**src/rtl/mdu_iter.sv**
```systemverilog
// Iterative RV M-extension multiply/divide unit: radix-2 shift-add multiply and restoring divide on one datapath.
// Optional MDU_FAST_MUL_EN: multiplies use a single-cycle XLEN x XLEN multiplier instead of iterating.
module mdu_iter #(
    parameter int XLEN  = 32,
    parameter int CNT_W = 6
) (
    input  logic            i_clk,
    input  logic            i_rst,
    input  logic            i_valid,
    output logic            o_ready,
    input  logic [2:0]      i_opt,
    input  logic [XLEN-1:0] i_src1,
    input  logic [XLEN-1:0] i_src2,
    input  logic            i_flush,
    output logic            o_valid,
    input  logic            i_ready,
    output logic [XLEN-1:0] o_res,
    output logic            o_busy
);
    localparam logic [2:0] OP_MUL    = 3'd0;
    localparam logic [2:0] OP_MULH   = 3'd1;
    localparam logic [2:0] OP_MULHSU = 3'd2;
    localparam logic [2:0] OP_MULHU  = 3'd3;
    localparam logic [2:0] OP_DIV    = 3'd4;
    localparam logic [2:0] OP_DIVU   = 3'd5;
    localparam logic [2:0] OP_REM    = 3'd6;

    typedef enum logic [1:0] {IDLE, CALC, DONE} state_t;

    state_t            state_q;
    logic [CNT_W-1:0]  cnt_q;
    logic [2:0]        opt_q;
    logic [XLEN-1:0]   hi_q, lo_q, mcd_q, res_q;
    logic [XLEN-1:0]   hi_d, lo_d;
    logic              neg_q, valid_q;

    // Operand conditioning at accept
    logic            sgn1, sgn2, s1n, s2n, neg_in, div_zero, ovf;
    logic [XLEN-1:0] mag1, mag2, spec_res;

    assign sgn1     = (i_opt == OP_MULH) | (i_opt == OP_MULHSU) | (i_opt == OP_DIV) | (i_opt == OP_REM);
    assign sgn2     = (i_opt == OP_MULH) | (i_opt == OP_DIV) | (i_opt == OP_REM);
    assign s1n      = sgn1 & i_src1[XLEN-1];
    assign s2n      = sgn2 & i_src2[XLEN-1];
    assign mag1     = s1n ? -i_src1 : i_src1;
    assign mag2     = s2n ? -i_src2 : i_src2;
    assign neg_in   = (i_opt == OP_REM) ? s1n : (s1n ^ s2n);
    assign div_zero = i_opt[2] & (i_src2 == '0);
    assign ovf      = sgn2 & i_opt[2] & (i_src1 == {1'b1, {(XLEN-1){1'b0}}}) & (&i_src2);
    assign spec_res = div_zero ? (i_opt[1] ? i_src1 : '1) : (i_opt[1] ? '0 : i_src1);

`ifdef MDU_FAST_MUL_EN
    logic signed [XLEN:0]     fa, fb;
    logic signed [2*XLEN-1:0] fp;
    logic [XLEN-1:0]          fast_res;

    assign fa       = $signed({s1n, i_src1});
    assign fb       = $signed({s2n, i_src2});
    assign fp       = fa * fb;
    assign fast_res = (i_opt == OP_MUL) ? fp[XLEN-1:0] : fp[2*XLEN-1:XLEN];
`endif

    // One iteration step; hi holds partial product / partial remainder
    logic [XLEN:0]   add_sum, shl, sub;
    logic [XLEN-1:0] fin;

    assign add_sum = {1'b0, hi_q} + {1'b0, mcd_q};
    assign shl     = {hi_q, lo_q[XLEN-1]};
    assign sub     = shl - {1'b0, mcd_q};

    always_comb begin
        hi_d = hi_q;
        lo_d = lo_q;
        if (opt_q[2]) begin
            if (!sub[XLEN]) begin
                hi_d = sub[XLEN-1:0];
                lo_d = {lo_q[XLEN-2:0], 1'b1};
            end else begin
                hi_d = shl[XLEN-1:0];
                lo_d = {lo_q[XLEN-2:0], 1'b0};
            end
        end else if (lo_q[0]) begin
            {hi_d, lo_d} = {add_sum, lo_q[XLEN-1:1]};
        end else begin
            {hi_d, lo_d} = {1'b0, hi_q, lo_q[XLEN-1:1]};
        end
    end

    // High half of a negated 2*XLEN product only carries in when the low half is zero
    always_comb begin
        fin = hi_d;
        case (opt_q)
            OP_MUL:                      fin = lo_d;
            OP_MULH, OP_MULHSU, OP_MULHU: fin = neg_q ? (~hi_d + XLEN'(lo_d == '0)) : hi_d;
            OP_DIV, OP_DIVU:             fin = neg_q ? -lo_d : lo_d;
            default:                     fin = neg_q ? -hi_d : hi_d;
        endcase
    end

    always_ff @(posedge i_clk or posedge i_rst) begin
        if (i_rst) begin
            state_q <= IDLE;
            cnt_q   <= '0;
            opt_q   <= '0;
            hi_q    <= '0;
            lo_q    <= '0;
            mcd_q   <= '0;
            neg_q   <= 1'b0;
            res_q   <= '0;
            valid_q <= 1'b0;
        end else if (i_flush) begin
            state_q <= IDLE;
            valid_q <= 1'b0;
        end else begin
            case (state_q)
                IDLE: if (i_valid) begin
                    opt_q <= i_opt;
                    neg_q <= neg_in;
                    cnt_q <= '0;
                    hi_q  <= '0;
                    if (div_zero | ovf) begin
                        res_q   <= spec_res;
                        valid_q <= 1'b1;
                        state_q <= DONE;
                    end
`ifdef MDU_FAST_MUL_EN
                    else if (!i_opt[2]) begin
                        res_q   <= fast_res;
                        valid_q <= 1'b1;
                        state_q <= DONE;
                    end
`endif
                    else begin
                        lo_q    <= i_opt[2] ? mag1 : mag2;
                        mcd_q   <= i_opt[2] ? mag2 : mag1;
                        state_q <= CALC;
                    end
                end
                CALC: begin
                    hi_q <= hi_d;
                    lo_q <= lo_d;
                    if (cnt_q == CNT_W'(XLEN-1)) begin
                        res_q   <= fin;
                        valid_q <= 1'b1;
                        state_q <= DONE;
                    end else begin
                        cnt_q <= cnt_q + 1'b1;
                    end
                end
                DONE: if (i_ready) begin
                    valid_q <= 1'b0;
                    state_q <= IDLE;
                end
                default: state_q <= IDLE;
            endcase
        end
    end

    assign o_ready = (state_q == IDLE);
    assign o_busy  = (state_q != IDLE);
    assign o_valid = valid_q;
    assign o_res   = res_q;
endmodule

```
**config.mk**
```make
export PLATFORM = sky130hd
export DESIGN_NAME = mdu_iter
export DESIGN_NICKNAME = d
export VERILOG_FILES = /design/src/rtl/mdu_iter.sv
export SDC_FILE = /design/constraint.sdc
export NUM_CORES = 1
export LEC_CHECK = 0
export BUFFER_PORTS_ARGS = -buffer_cell sky130_fd_sc_hd__buf_2
export CAP_MARGIN = 5
export CELL_PAD_IN_SITES_DETAIL_PLACEMENT = 2
export CELL_PAD_IN_SITES_GLOBAL_PLACEMENT = 2
export CORE_UTILIZATION = 34
export CTS_BUF_LIST = sky130_fd_sc_hd__clkbuf_2
export DETAILED_ROUTE_END_ITERATION = 10
export PLACE_DENSITY = 0.85
export SLEW_MARGIN = 20
export SYNTH_ARGS = -nofsm -noshare
export SYNTH_HDL_FRONTEND = slang
export SYNTH_SLANG_ARGS = --single-unit
```
**constraint.sdc**
```tcl
create_clock -name i_clk -period 6.15 [get_ports i_clk]
set_clock_uncertainty 0.1 [all_clocks]
set_input_delay 0.3075 -clock i_clk [delete_from_list [all_inputs] [get_ports i_clk]]
set_output_delay 0.3075 -clock i_clk [all_outputs]
set_load 0.05 [all_outputs]
```
==> impl_metrics.py, run 1 <==
metrics = {
    "outcome": {
        "status": "completed",
    },
    "setup_path": {
        "path_class": "flop to flop",
        "timing.critical_path.buf_inv": 5,
        "cp_max_fo": 4,
        "required_ps": 7000,
        "critical-path-top-delay-family": "compound AO/OA/AOI/OAI gates",
        "crit_slowest_cell": "dfrtp_1",
        "crit_path_end_kind": "flop",
        "cpPeakStageDelay_ps": 450,
        "worstSetupStartpointType": "flop",
        "critPathMostFrequentCell": "buf_4",
        "cp.arrival_ps": 6880,
    },
    "synthesis": {
        "synth_nets": 2565,
        "synth_edf_count": 0,
        "avgSynthCellArea_sq_um": 7.21,
        "ys_ff_latch": 141,
        "yosys_warnings": 0,
        "syn-cell-area_sq_mm": 0.0174,
        "syn_inst": 2416,
        "netlist-cell-type-count": 115,
        "seq_area_frac_synth_pct": 20.3,
        "async_reset_ff_share_pct": 100,
        "synthFlopType": "dfrtp_1",
    },
    "timing": {
        "relSlewSlack_pct": 21.0,
        "hold_violations": 0,
        "timing.fmax_mhz": 166,
        "fin_setup_tns_ps": 0,
        "worstMarginPinSlew_ps": 1170,
        "setup_viol": 0,
        "timing.final.crit_period_ps": 6030,
        "min_period_over_period_pct": 98.0,
        "setup_slack_ps": 121,
        "maxSlewViolCount": 0,
    },
    "grt": {
        "busiest_layer": "met2",
        "met1_usage_pct": 49.0,
        "grt_pass1_vias": 23300,
        "grt_usage_pct": 40.2,
        "grt_start_max_net_pins": 97,
        "grt_antenna_before_repair": 19,
        "use_met2_pct": 63.1,
        "grt_pass1_wl_microns": 158000,
        "grt_use_met3_pct": 8.16,
        "globalRouteOverflowTotal": 0,
    },
    "routing": {
        "drt_iter0_drc": 2339,
        "totalWireLength_microns": 107000,
        "post_drt_wl_per_cell_microns": 32.6,
        "vias": 22100,
        "drc": 0,
        "vias_per_cell": 6.75,
        "ant_nets": 0,
        "firstDrtPassIters": 6,
    },
    "power_and_ir_drop": {
        "leakagePower_nw": 8.24,
        "powerDensity_mw_per_mm2": 701,
        "ir_drop_uv": 260,
    },
    "clock_tree": {
        "cts-root-buf": "clkbuf_2",
        "clkLatencyLatePin_ps": 1080,
        "path_clk_slew_ps": 280,
        "h-tree-depth": 4,
        "cts_buffer_depth": 2,
        "cts_tree": "yes",
        "cts_sinks": 141,
        "cts_buffers": 17,
    },
    "layout": {
        "fin_util_pct": 40.2,
        "layoutNonFillerInstCount": 3273,
        "final_common_cell": "nand2_1",
        "syn_to_final_growth_pct": 16.3,
        "drive_above_1_share_pct": 12.5,
        "fin_nets": 2721,
        "mostFrequentLayoutCells": "nand2_1 (262), a21oi_1 (246), nor2_1 (235), o21ai_0 (234), dfrtp_1 (136)",
    },
    "floorplanning": {
        "pin_count": 107,
        "die_w_microns": 228,
        "die-area_sq_mm": 0.0521,
        "core_sq_mm": 0.0504,
        "die_y_microns": 228,
        "rows": 82,
        "start_util_pct": 34.6,
    },
    "placed_design": {
        "preCtsSetupSlack_ps": -155,
        "hpwl_microns": 75200,
        "numPortBuffers": 106,
        "place.gp.congestion": 1.05,
        "placedCellCount": 3105,
    },
    "worst_hold_path": {
        "worstHoldPathType": "input port to flop",
    },
    "flow_run": {
        "maxCapViolations": 0,
    },
}
[metal layers]
metal / up-vias / routed length (microns)
met4: 2 / 8600
met3: 421 / 8420
met1: 11200 / 42200
li1: 9220 / -
met5: - / 13
met2: 1262 / 47500
[where the power goes]
group	internal, mW	leakage (nW)	switching (mW)	total (mW)
Combinational	3.66	6.31	7.86	11.5
Sequential	1.33	1.81	0.730	2.06
Clock	0.178	0.123	0.444	0.622
Total	5.16	8.24	9.03	14.2
[metrics by stage]
step	hold slack (ps)	power, mW	area (sq um)
global placement	359	12.3	18700
finish	165	14.2	20300
detailed placement	378	12.8	18700
CTS	39.1	13.5	20100
global route	157	14.8	20200
floorplan	274	8.88	17400
[timing repair]
action                                  CTS  global route
endpoints found under the hold margin   192             0
cloned                                    0             0
endpoints found under the setup margin   23            28
gates resized for setup                   4            19
hold buffers                            115             0
buffers inserted                          0             5
pin swaps                                 1             6
[final cells by class]
| cell class | instances | area [sq um] |
|---|---|---|
| clock inverter | 11 | 104 |
| clock buffer | 19 | 95.1 |
| sequential | 141 | 3540 |
| fill | 5809 | 30100 |
| inverter | 89 | 339 |
| antenna | 18 | 45.0 |
| tap | 672 | 841 |
| multi-input combinational | 2020 | 13000 |
| timing repair buffer | 303 | 2300 |
[sequential cells by signal, summed over array words and instances, names as in the netlist]
signal,cells
hi_q,32
lo_q,32
mcd_q,32
o_res,32
cnt_q,6
opt_q,3
state_q,2
neg_q,1
o_valid,1
[worst paths after layout]
check / startpoint / endpoint / slack, ps / cells past startpoint
hold / removal: i_opt[0] / opt_q[0] / 160 / 4
setup reg to reg: lo_q[31] / o_res[19] / 120 / 28
setup / recovery: lo_q[31] / o_res[19] / 120 / 28
min in group asynchronous: i_rst / cnt_q[5] / 420 / 4
max in group asynchronous: i_rst / o_res[7] / 3970 / 5
hold reg to reg: o_res[0] / o_res[0] / 430 / 2
[worst reg2reg max path: cells and delay by family (launching register included)]
family | cells | cell delay (ps)
DFF | 1 | 450
buffers and inverters | 5 | 640
AOI/OAI and AO/OA | 10 | 2350
xor gates and xnor gates | 1 | 120
adders and majority gates | 4 | 970
and+or+nand+nor | 8 | 1320
[kinds of logic after synthesis]
kind of cell | after synthesis | share of synthesized area (%)
xor gates and xnor gates | 147 | 7.39
DFF | 141 | 20.3
and+or+nand+nor | 828 | 22.6
buffers and inverters | 255 | 5.92
muxes | 63 | 3.69
adders and majority gates | 88 | 6.25
AOI/OAI and AO/OA | 894 | 33.9
[synth_stat cells, drive strengths merged (22+ instances only)]
library cell  count  share of area [%]
buf              53                1.6
clkbuf          113                2.4
a21o             27                1.2
xor2             60                3.0
nand2b           35                1.3
nor4             24               0.93
nand3            55                1.7
nand4            35                1.3
o211ai           22               0.98
a211oi           41                1.9
nor3             54                1.7
ha               75                5.4
a21oi           255                7.5
inv              89                1.9
nand2           264                5.7
mux2i            53                3.0
xnor2            87                4.4
o21ai           255                7.4
a31oi            35                1.5
o31ai            28                1.3
dfrtp           141                 20
a22o             23                1.2
a221oi           22                1.2
nor2            239                5.2
Note: power is estimated with default switching activity, not from simulation.
==> run 2: changes to the inputs <==
==> config.mk (replaced) <==
export PLATFORM = sky130hd
export DESIGN_NAME = mdu_iter
export DESIGN_NICKNAME = d
export VERILOG_FILES = /design/src/rtl/mdu_iter.sv
export SDC_FILE = /design/constraint.sdc
export NUM_CORES = 1
export LEC_CHECK = 0
export CAP_MARGIN = 5
export CELL_PAD_IN_SITES_DETAIL_PLACEMENT = 2
export CELL_PAD_IN_SITES_GLOBAL_PLACEMENT = 2
export CORE_UTILIZATION = 35
export CTS_BUF_LIST = sky130_fd_sc_hd__clkbuf_2
export DETAILED_ROUTE_END_ITERATION = 10
export DONT_BUFFER_PORTS = 1
export PLACE_DENSITY = 0.84
export SLEW_MARGIN = 20
export SYNTH_ARGS = -nofsm -noshare
export SYNTH_HDL_FRONTEND = slang
export SYNTH_SLANG_ARGS = --single-unit
==> impl_metrics.py, run 2 (synthesis results as in run 1) <==
metrics = {
    "layout": {
        "final_common_cell": "nand2_1",
        "design_area_sq_mm": 0.0201,
        "fillers": 5756,
        "fin_nets": 2647,
        "syn_to_final_growth_pct": 15.3,
        "drive_above_1_share_pct": 8.73,
        "mostFrequentLayoutCells": "nand2_1 (262), a21oi_1 (245), nor2_1 (234), o21ai_0 (233), dlygate4sd3_1 (145)",
    },
    "clock_tree": {
        "cts_buffers": 17,
        "cts-root-buf": "clkbuf_2",
        "cts_buffer_depth": 2,
        "h-tree-depth": 4,
        "cts_tree": "yes",
        "path_clk_slew_ps": 290,
        "clkLatencyLatePin_ps": 920,
        "cts_sinks": 141,
    },
    "power_and_ir_drop": {
        "pwr-share-comb_pct": 78.7,
        "power_switching_share_pct": 63.9,
        "ir_drop_uv": 228,
        "leakagePower_nw": 8.03,
        "powerDensity_mw_per_mm2": 707,
        "p_int_mw": 5.12,
        "seqPwrFrac_pct": 16.8,
        "clock_power_share_pct": 4.5,
        "switchingPower_mw": 9.08,
    },
    "floorplanning": {
        "die-area_sq_mm": 0.0507,
        "pin_count": 107,
        "die_w_microns": 225,
        "core_sq_mm": 0.0491,
        "start_util_pct": 35.5,
        "rows": 81,
        "die_y_microns": 225,
    },
    "setup_path": {
        "path_class": "flop to flop",
        "required_ps": 6840,
        "r2r_cells": 25,
        "cp_max_fo": 5,
        "r2r-start": "mcd_q[30]",
        "r2r_slack_ps": 170,
        "worstSetupStartpointType": "flop",
        "critPathMostFrequentCell": "buf_4",
        "crit_path_end_kind": "flop",
        "cp.arrival_ps": 6660,
        "timing.rr.end": "o_res[2]",
        "cpPeakStageDelay_ps": 560,
        "timing.critical_path.buf_inv": 5,
        "crit_slowest_cell": "dfrtp_1",
        "critical-path-top-delay-family": "compound AO/OA/AOI/OAI gates",
    },
    "grt": {
        "grt_antenna_before_repair": 7,
        "grt_pass1_wl_microns": 154000,
        "grt_usage_pct": 40.9,
        "grt_start_max_net_pins": 107,
        "grt_pass1_vias": 22900,
        "globalRouteOverflowTotal": 0,
    },
    "timing": {
        "worstMarginPinSlew_ps": 1190,
        "timing.final.crit_period_ps": 5980,
        "setup_viol": 0,
        "min_period_over_period_pct": 97.2,
        "hold-worst-slack_ps": 51.6,
        "setup_slack_ps": 174,
        "hold_violations": 0,
        "maxSlewViolCount": 0,
        "timing.fmax_mhz": 167,
        "relSlewSlack_pct": 20.5,
    },
    "placed_design": {
        "place.gp.congestion": 1.00,
        "numPortBuffers": 0,
        "preCtsSetupSlack_ps": -84.2,
        "dpl_cell_area_sq_mm": 0.0182,
        "hpwl_microns": 72900,
    },
    "routing": {
        "vias_per_cell": 6.88,
        "drc": 0,
        "firstDrtPassIters": 5,
        "post_drt_wl_per_cell_microns": 33.5,
        "totalWireLength_microns": 106000,
        "vias": 21900,
        "ant_nets": 0,
        "drt_iter0_drc": 2185,
    },
    "worst_hold_path": {
        "min-delay-start": "i_flush",
        "hold_path_end": "state_q[0]",
        "worstHoldPathType": "input port to flop",
        "whs_path_depth": 2,
    },
    "flow_run": {
        "maxCapViolations": 0,
    },
    "outcome": {
        "status": "completed",
    },
}
run 2: cell type report:
cell class	instances	area [sq um]	share of cell area [%]
Antenna cell	3	7.51	0.0374
Sequential cell	141	3530	17.6
Inverter	89	339	1.69
Clock buffer	20	100	0.498
Clock inverter	11	121	0.604
Tap cell	664	831	4.14
Multi-Input combinational cell	2020	13000	64.5
Timing Repair Buffer	229	2190	10.9
run 2: through the flow:
stage               TNS [ps]  power, mW  util (%)  instances
detailed placement      -292       12.6      37.1       2989
global placement           0       12.1      37.1       2989
finish                     0       14.2      40.9       3177
floorplan                  0       8.88         -       2416
CTS                        0       13.4      40.6       3167
global route            -662       14.7      40.9       3175
run 2: routing by layer:
metal	GRT usage, %	up-vias	wire (microns)
met4	32.8	8	9950
met1	47.8	11000	40200
met3	9.63	521	9090
li1	-	9073	-
met2	64.1	1253	47000
met5	0	-	49
run 2: worst max-delay path by stage:
| stage | to | startpoint | depth (start not counted) |
|---|---|---|---|
| after CTS | o_res[26] | lo_q[31] | 28 |
| after floorplan | o_res[10] | lo_q[31] | 26 |
| after global routing | o_res[26] | lo_q[31] | 28 |
| after detailed placement | o_res[26] | lo_q[31] | 28 |
| after global placement | o_res[19] | lo_q[31] | 28 |
| final | o_res[2] | mcd_q[30] | 25 |
run 2: repair_timing:
action / in CTS / in global routing
endpoints found under the hold margin: 184 / 1
pin swaps: 0 / 5
buffers inserted: 0 / 4
gates resized for setup: 4 / 13
setup endpoints to repair: 23 / 27
hold buffers: 147 / 1
run 2: power groups by stage:
stage          Combinational, mW  Sequential, mW  Clock [mW]
6_report                    11.2            2.39       0.642
5_1_grt                     11.6            2.42       0.669
4_1_cts                     10.5            2.32       0.626
3_5_place_dp                10.2            2.35           0
3_3_place_gp                9.79            2.31           0
2_1_floorplan               6.88            2.00           0
==> run 3: changes to the inputs <==
--- a/config.mk
+++ b/config.mk
@@ -8,11 +8,11 @@
 export CAP_MARGIN = 5
 export CELL_PAD_IN_SITES_DETAIL_PLACEMENT = 2
 export CELL_PAD_IN_SITES_GLOBAL_PLACEMENT = 2
-export CORE_UTILIZATION = 35
+export CORE_UTILIZATION = 39
 export CTS_BUF_LIST = sky130_fd_sc_hd__clkbuf_2
 export DETAILED_ROUTE_END_ITERATION = 10
 export DONT_BUFFER_PORTS = 1
-export PLACE_DENSITY = 0.84
+export PLACE_DENSITY = 0.88
 export SLEW_MARGIN = 20
 export SYNTH_ARGS = -nofsm -noshare
 export SYNTH_HDL_FRONTEND = slang
==> constraint.sdc (replaced) <==
create_clock -name i_clk -period 6 [get_ports i_clk]
set_clock_uncertainty 0.1 [all_clocks]
set_input_delay 0.3 -clock i_clk [delete_from_list [all_inputs] [get_ports i_clk]]
set_output_delay 0.3 -clock i_clk [all_outputs]
set_load 0.05 [all_outputs]
==> impl_metrics.py, run 3 (synthesis results as in run 1) <==
metrics = {
    "clock_tree": {
        "cts_buffer_depth": 2,
        "path_clk_slew_ps": 300,
        "cts_tree": "yes",
        "cts_sinks": 141,
        "cts-root-buf": "clkbuf_2",
        "cts_buffers": 17,
        "h-tree-depth": 4,
        "clkLatencyLatePin_ps": 1160,
    },
    "power_and_ir_drop": {
        "powerDensity_mw_per_mm2": 763,
        "ir_drop_uv": 220,
        "leakagePower_nw": 8.24,
        "total_power_mw": 15.7,
    },
    "timing": {
        "hold-worst-slack_ps": 172,
        "timing.final.crit_period_ps": 6050,
        "maxSlewViolCount": 3,
        "fin_setup_tns_ps": -49.6,
        "min_period_over_period_pct": 101,
        "relSlewSlack_pct": -11.8,
        "worstMarginPinSlew_ps": 1670,
        "setup_slack_ps": -49.6,
        "timing.fmax_mhz": 165,
        "hold_violations": 0,
        "setup_viol": 1,
    },
    "setup_path": {
        "worstSetupStartpointType": "flop",
        "crit_path_end_kind": "flop",
        "critPathMostFrequentCell": "buf_4",
        "cp_max_fo": 6,
        "path_class": "flop to flop",
        "cpPeakStageDelay_ps": 680,
        "crit_path_end": "o_res[7]",
        "r2r_slack_ps": -50,
        "timing.critical_path.buf_inv": 4,
        "cp.depth": 25,
        "critical-path-top-delay-family": "simple AND/OR/NAND/NOR gates",
        "r2r_cells": 25,
        "critPathLaunch": "mcd_q[16]",
        "required_ps": 6940,
        "crit_slowest_cell": "dfrtp_1",
        "cp.arrival_ps": 6990,
        "timing.rr.end": "o_res[7]",
        "r2r-start": "mcd_q[16]",
    },
    "routing": {
        "firstDrtPassIters": 9,
        "route.met2.wl_microns": 49300,
        "vias": 23500,
        "totalWireLength_microns": 123000,
        "dr_wl_met3_microns": 15800,
        "vias_per_cell": 7.39,
        "drc": 0,
        "ant_nets": 0,
        "wl_met1_microns": 43700,
        "drt_iter0_drc": 2978,
        "top_layer": "met5",
        "post_drt_wl_per_cell_microns": 38.6,
    },
    "grt": {
        "grt_usage_pct": 49.3,
        "grt_antenna_before_repair": 15,
        "grt_pass1_vias": 23300,
        "globalRouteOverflowTotal": 0,
        "grt_pass1_wl_microns": 163000,
        "grt_start_max_net_pins": 109,
    },
    "placed_design": {
        "place.gp.congestion": 1.03,
        "dpl_cell_area_sq_mm": 0.0183,
        "numPortBuffers": 0,
        "hpwl_microns": 76200,
    },
    "layout": {
        "fin_nets": 2701,
        "multi_input_area_sq_mm": 0.0130,
        "drive_above_1_share_pct": 10.1,
        "seqCellArea_sq_mm": 0.00354,
        "design_area_sq_mm": 0.0205,
        "syn_to_final_growth_pct": 17.8,
        "fillers": 5085,
        "final_common_cell": "nand2_1",
        "mostFrequentLayoutCells": "nand2_1 (262), a21oi_1 (245), nor2_1 (235), o21ai_0 (234), dlygate4sd3_1 (167)",
    },
    "flow_run": {
        "maxCapViolations": 2,
    },
    "outcome": {
        "violations": "capacitance limit, slew limit, setup timing",
        "status": "finished with violations",
    },
    "floorplanning": {
        "pin_count": 107,
        "rows": 77,
        "die_w_microns": 213,
        "die-area_sq_mm": 0.0455,
        "die_y_microns": 213,
        "start_util_pct": 39.5,
        "core_sq_mm": 0.0441,
    },
    "worst_hold_path": {
        "worstHoldPathType": "input port to flop",
    },
}
==> run 3: changes by cell type in the layout (fill, tap and decap cells not counted), moves of 3 or more <==
cell           change
clkinv_2           +3
dlygate4sd3_1     +22
diode_2           +13
dfrtp_2            +6
dfrtp_1            -6
buf_4             +33
a2111oi_0          -3
==> run 3: power by group <==
| part | total, mW | internal, mW | switching (mW) |
|---|---|---|---|
| sequential | 2.56 | 1.35 | 1.21 |
| combinational | 12.4 | 3.91 | 8.45 |
| clock | 0.735 | 0.230 | 0.505 |
==> run 3: repair_timing <==
| action | in CTS | in global routing |
|---|---|---|
| endpoints found under the hold margin | 259 | 0 |
| buffers inserted | 0 | 10 |
| pin swaps | 0 | 10 |
| resized for setup | 4 | 24 |
| cloned | 0 | 0 |
| hold buffers | 170 | 0 |
| endpoints found under the setup margin | 28 | 30 |
==> run 3: cell type report <==
type / count / share of cell area, %
flip-flops and latches: 141 / 17.3
clock inverters: 14 / 0.738
multi-input cells: 2020 / 63.4
clock buffers: 18 / 0.439
well taps: 592 / 3.61
diodes: 16 / 0.195
repair buffers: 283 / 12.7
inverters: 89 / 1.65
==> run 3: worst min path at each step <==
| stage | depth (start not counted) | endpoint | from | slack, ps |
|---|---|---|---|---|
| finish | 7 | o_res[14] | i_src2[29] | 170 |
| global route | 7 | o_res[14] | i_src2[29] | 140 |
| CTS | 7 | mcd_q[26] | i_src2[24] | 4 |
| detailed placement | 1 | mcd_q[26] | i_rst | 110 |
| global placement | 1 | mcd_q[26] | i_rst | 110 |
| floorplan | 1 | o_valid | i_flush | 270 |
==> run 3: metal layers <==
| metal | global-route usage [%] | up-vias |
|---|---|---|
| met4 | 37.5 | 32 |
| met5 | 2.69 | - |
| met2 | 73.0 | 1889 |
| li1 | - | 9180 |
| met1 | 58.0 | 11600 |
| met3 | 17.8 | 786 |
==> run 3: per-stage QoR <==
step | util [%] | std cells | setup slack (ps)
global placement | 41.4 | 2944 | 124
global route | 46.4 | 3165 | -127
CTS | 46.0 | 3146 | 1.99
finish | 46.5 | 3173 | -49.6
detailed placement | 41.4 | 2944 | -244
floorplan | - | 2416 | 49.1
==> run 3: worst min-delay path: stages <==
cell and delay, ps:
or4_1 150, nor3_2 70, buf_4 270, nor2_1 150, a21oi_1 140, o21ai_0 170
o21ai_0 110
